--- src/rtl/mult28x32.sv ---
// ----------------------------------------------------------------------------
// mult28x32
//
// Signed 28 x 32 -> 60 bit multiplier with a registered product, used by the
// interpolation FIR datapath (one instance per channel, shared coefficient).
// The product is exact: no rounding, truncation or saturation. The consumer
// scales the result.
//
// Ports:
//   pclk     in   1   system clock, rising edge active
//   reset_n  in   1   asynchronous active-low reset, clears every register
//   a        in  28   signed multiplicand (sample slice)
//   b        in  32   signed multiplier (coefficient)
//   y        out 60   signed product a*b, registered
//
// Build option:
//   MULT28X32_PIPE_EN  when defined, a and b are registered before the
//                      multiplier (latency 2). Otherwise latency is 1.
// ----------------------------------------------------------------------------
module mult28x32 (
    input  logic        pclk,
    input  logic        reset_n,
    input  logic [27:0] a,
    input  logic [31:0] b,
    output logic [59:0] y
);

    logic [27:0] a_q;
    logic [31:0] b_q;

`ifdef MULT28X32_PIPE_EN
    always_ff @(posedge pclk or negedge reset_n) begin
        if (!reset_n) begin
            a_q <= '0;
            b_q <= '0;
        end else begin
            a_q <= a;
            b_q <= b;
        end
    end
`else
    assign a_q = a;
    assign b_q = b;
`endif

    // Partial-product decomposition:
    //   a = a_hi * 2^14 + a_lo   (a_hi signed 14 bits, a_lo unsigned 14 bits)
    //   b = b_hi * 2^16 + b_lo   (b_hi signed 16 bits, b_lo unsigned 16 bits)
    // Every term is formed in 60-bit two's complement, so the wrap-around of
    // the modulo-2^60 sum yields exactly the signed product.
    logic [59:0] a_hi_x;
    logic [59:0] a_lo_x;
    logic [59:0] b_hi_x;
    logic [59:0] b_lo_x;

    assign a_hi_x = {{46{a_q[27]}}, a_q[27:14]};
    assign a_lo_x = {46'b0, a_q[13:0]};
    assign b_hi_x = {{44{b_q[31]}}, b_q[31:16]};
    assign b_lo_x = {44'b0, b_q[15:0]};

    logic [59:0] pp_hh;
    logic [59:0] pp_hl;
    logic [59:0] pp_lh;
    logic [59:0] pp_ll;
    logic [59:0] product;

    assign pp_hh = a_hi_x * b_hi_x;
    assign pp_hl = a_hi_x * b_lo_x;
    assign pp_lh = a_lo_x * b_hi_x;
    assign pp_ll = a_lo_x * b_lo_x;

    assign product = (pp_hh << 30) + (pp_hl << 14) + (pp_lh << 16) + pp_ll;

    always_ff @(posedge pclk or negedge reset_n) begin
        if (!reset_n) begin
            y <= '0;
        end else begin
            y <= product;
        end
    end

endmodule

--- config.mk ---
export PLATFORM = sky130hd
export DESIGN_NAME = mult28x32
export DESIGN_NICKNAME = d
export VERILOG_FILES = /design/src/rtl/mult28x32.sv
export SDC_FILE = /design/constraint.sdc
export NUM_CORES = 2
export LEC_CHECK = 0
export ABC_CLOCK_PERIOD_IN_PS = 800
export BUFFER_PORTS_ARGS = -buffer_cell sky130_fd_sc_hd__buf_4
export CAP_MARGIN = 10
export CORE_ASPECT_RATIO = 0.8
export CORE_MARGIN = 2
export CORE_UTILIZATION = 50
export DETAILED_ROUTE_END_ITERATION = 7
export GPL_TIMING_DRIVEN = 0
export PLACE_DENSITY = 0.69
export SLEW_MARGIN = 20
export SYNTH_ARGS = -nofsm -noshare
export SYNTH_HDL_FRONTEND = slang
export SYNTH_SLANG_ARGS = --single-unit
--- constraint.sdc ---
create_clock -name pclk -period 0.8 [get_ports pclk]
set_input_delay 0.04 -clock pclk [delete_from_list [all_inputs] [get_ports pclk]]
set_output_delay 0.04 -clock pclk [all_outputs]
set_load 0.03 [all_outputs]
==> results.json <==
{
  "outcome": "finished with violations",
  "violations": "hold timing, setup timing",
  "area_delta_synth_final_pct": 23.7,
  "drv_slew": 0,
  "pin_count": 122,
  "synth_seq_cells": 60,
  "yosys_warnings": 0,
  "coreArea_um2": 75400,
  "drt-total-wl_mm": 130,
  "clk_pin_slew_worst_paths_ns": 0.07,
  "period_minus_slack_ns": 8.81,
  "synth.avg_cell_area_um2": 8.96,
  "synth_edf_count": 0,
  "critPathMaxStageDelay_ns": 0.57,
  "firstDrtPassIters": 6,
  "crit_path_top_delay_cell": "fa_1",
  "maxSlewHeadroom_pct": 37.6,
  "first_iter_violations": 3021,
  "dpl.hpwl_mm": 99.6,
  "cts_tree": "built",
  "synth_area_um2": 38100,
  "drc": 0,
  "worst-slew-pin-transition_ns": 0.936,
  "end_kind": "flip-flop",
  "setup_viol": 118,
  "start_kind": "primary input",
  "routed-wl-met2_mm": 52.5,
  "period_share_pct": 1100,
  "overflow": 0,
  "synth_cells": 4254,
  "dr_wl_met3_mm": 18.5,
  "stdcell_area_um2": 47100,
  "numCtsBuffers": 9,
  "criticalPathCategory": "in2reg",
  "min_path_type": "in2async",
  "largest_registers": "y x60",
  "drive_above_1_share_pct": 19.4,
  "synthArstFlopShare_pct": 100,
  "yosysTopAreaCell": "fa_1",
  "synth_ff_type": "dfrtp_1",
  "placementRows": 90,
  "synth.distinct_cells": 70,
  "final_util_pct": 62.5,
  "vias_per_cell": 5.47,
  "dr.max_layer_used": "met5",
  "num_vias": 30600,
  "track_usage_pct": 33.9,
  "clock.fmax_mhz": 113,
  "grt_pass1_wl_mm": 196,
  "finalSetupTns_ns": -351.83,
  "ant_nets": 0,
  "numPortBuffers": 90,
  "ys_seq_area_share_pct": 3.94,
  "wl_per_cell_um": 23.3,
  "placed_area_um2": 41600,
  "nNetsFinal": 5933,
  "ys_top_cells_by_count": "inv_1, fa_1, ha_1",
  "start_util_pct": 50.5,
  "largest_reg_flops": 60,
  "hold_buffers": 1,
  "cts.sinks": 60,
  "cp_common_cell": "buf_4",
  "rsz0062_at_grt": "yes",
  "antenna_found_initial": 14,
  "gp_congestion": 1.07,
  "synth.most_common_cell": "inv_1",
  "cts_buffer_depth": 2,
  "nFillCells": 6148,
  "die_w_um": 313,
  "critPathMaxFanout": 12,
  "holdWs_ns": -0.283,
  "synth_nets": 5626,
  "hold_viol_final": 60,
  "grt_max_degree": 61,
  "synth_top_area_share_pct": 43.5,
  "synth_area_leaders": "fa_1, ha_1, inv_1",
  "die_area_um2": 78500,
  "required_ns": 1.10,
  "first_global_vias": 31400,
  "cap_violations": 0,
  "critPathArrivalTime_ns": 9.11,
  "die_h_um": 251,
  "setup_slack_ns": -8.01,
  "wl_met1_mm": 52.6,
  "registers.top_by_ff_count": "y",
  "cts_root_buf": "clkbuf_16",
  "cts_max_level": 3
}
-- final cells by class --
class | count | area (um2) | area share [%]
Multi-Input combinational cell | 2943 | 34500 | 73.2
Inverter | 1063 | 4000 | 8.48
Timing Repair Buffer | 300 | 2950 | 6.26
Buffer | 184 | 2560 | 5.43
Sequential cell | 60 | 1500 | 3.18
Tap cell | 1012 | 1270 | 2.69
Clock buffer | 11 | 253 | 0.536
Clock inverter | 5 | 60.1 | 0.127
Antenna cell | 11 | 27.5 | 0.0584
-- cells in the final DEF, fill, tap and decap left out, types with 47 or more instances in the layout --
cell type  Yosys  routed
fa_1         828     808
a21oi_1      108      62
nor2_1        78      64
and2_1       454     425
nand2_1      472     441
inv_1       1062    1022
xnor2_1      117      85
a21o_1        50      50
clkbuf_16      0      63
ha_4           0      72
ha_1         482     405
clkbuf_8       0      47
dfrtp_1       60      60
buf_4          0     160
buf_6          0     121
-- worst max-delay path, delay by kind of cell --
family          cells  cell delay, ns
fa+ha+maj          12            4.61
buf+inv            13            1.87
compound gates      8            1.83
xor+xnor            2            0.37
simple gates        3            0.36
-- metrics by stage --
stage,std cells,hold WS [ns],setup slack (ns)
floorplan,4254,-0.256,-7.76
global placement,5356,0.187,-10.08
detailed placement,5357,0.197,-10.10
CTS,5531,-0.237,-7.93
global route,5580,-0.198,-8.20
finish,5589,-0.283,-8.01
-- how the worst max path moves through the flow --
stage	end	from	slack (ns)	cells past startpoint
2_1_floorplan	y[53]	b[22]	-7.76	44
3_5_place_dp	y[59]	b[20]	-10.10	41
3_3_place_gp	y[59]	b[20]	-10.08	41
4_1_cts	y[57]	a[5]	-7.93	40
5_1_grt	y[59]	a[3]	-8.20	43
6_report	y[55]	b[16]	-8.01	38
-- timing repair --
| item | CTS | global route |
|---|---|---|
| endpoints found under the hold margin | 61 | 60 |
| cloned | 1 | 1 |
| setup buffers | 160 | 50 |
| pin swaps | 141 | 108 |
| resized for setup | 581 | 222 |
| endpoints found under the setup margin | 118 | 118 |
-- per-layer routing --
layer | vias to the layer above | track usage (%)
met5 | - | 0
met4 | 6 | 13.6
li1 | 13300 | -
met3 | 330 | 13.1
met2 | 1674 | 46.8
met1 | 15300 | 47.6
-- kinds of logic after synthesis --
family | count (synthesis) | share of synthesized area, %
fa+ha+maj | 1310 | 59.3
buf+inv | 1251 | 12.3
flops | 60 | 3.94
compound gates | 350 | 6.12
simple gates | 1134 | 14.9
mux | 1 | 0.0263
xor+xnor | 148 | 3.44
Power is not shown: default switching activity piles up to over one toggle a cycle in this logic, so the estimate is an artifact.
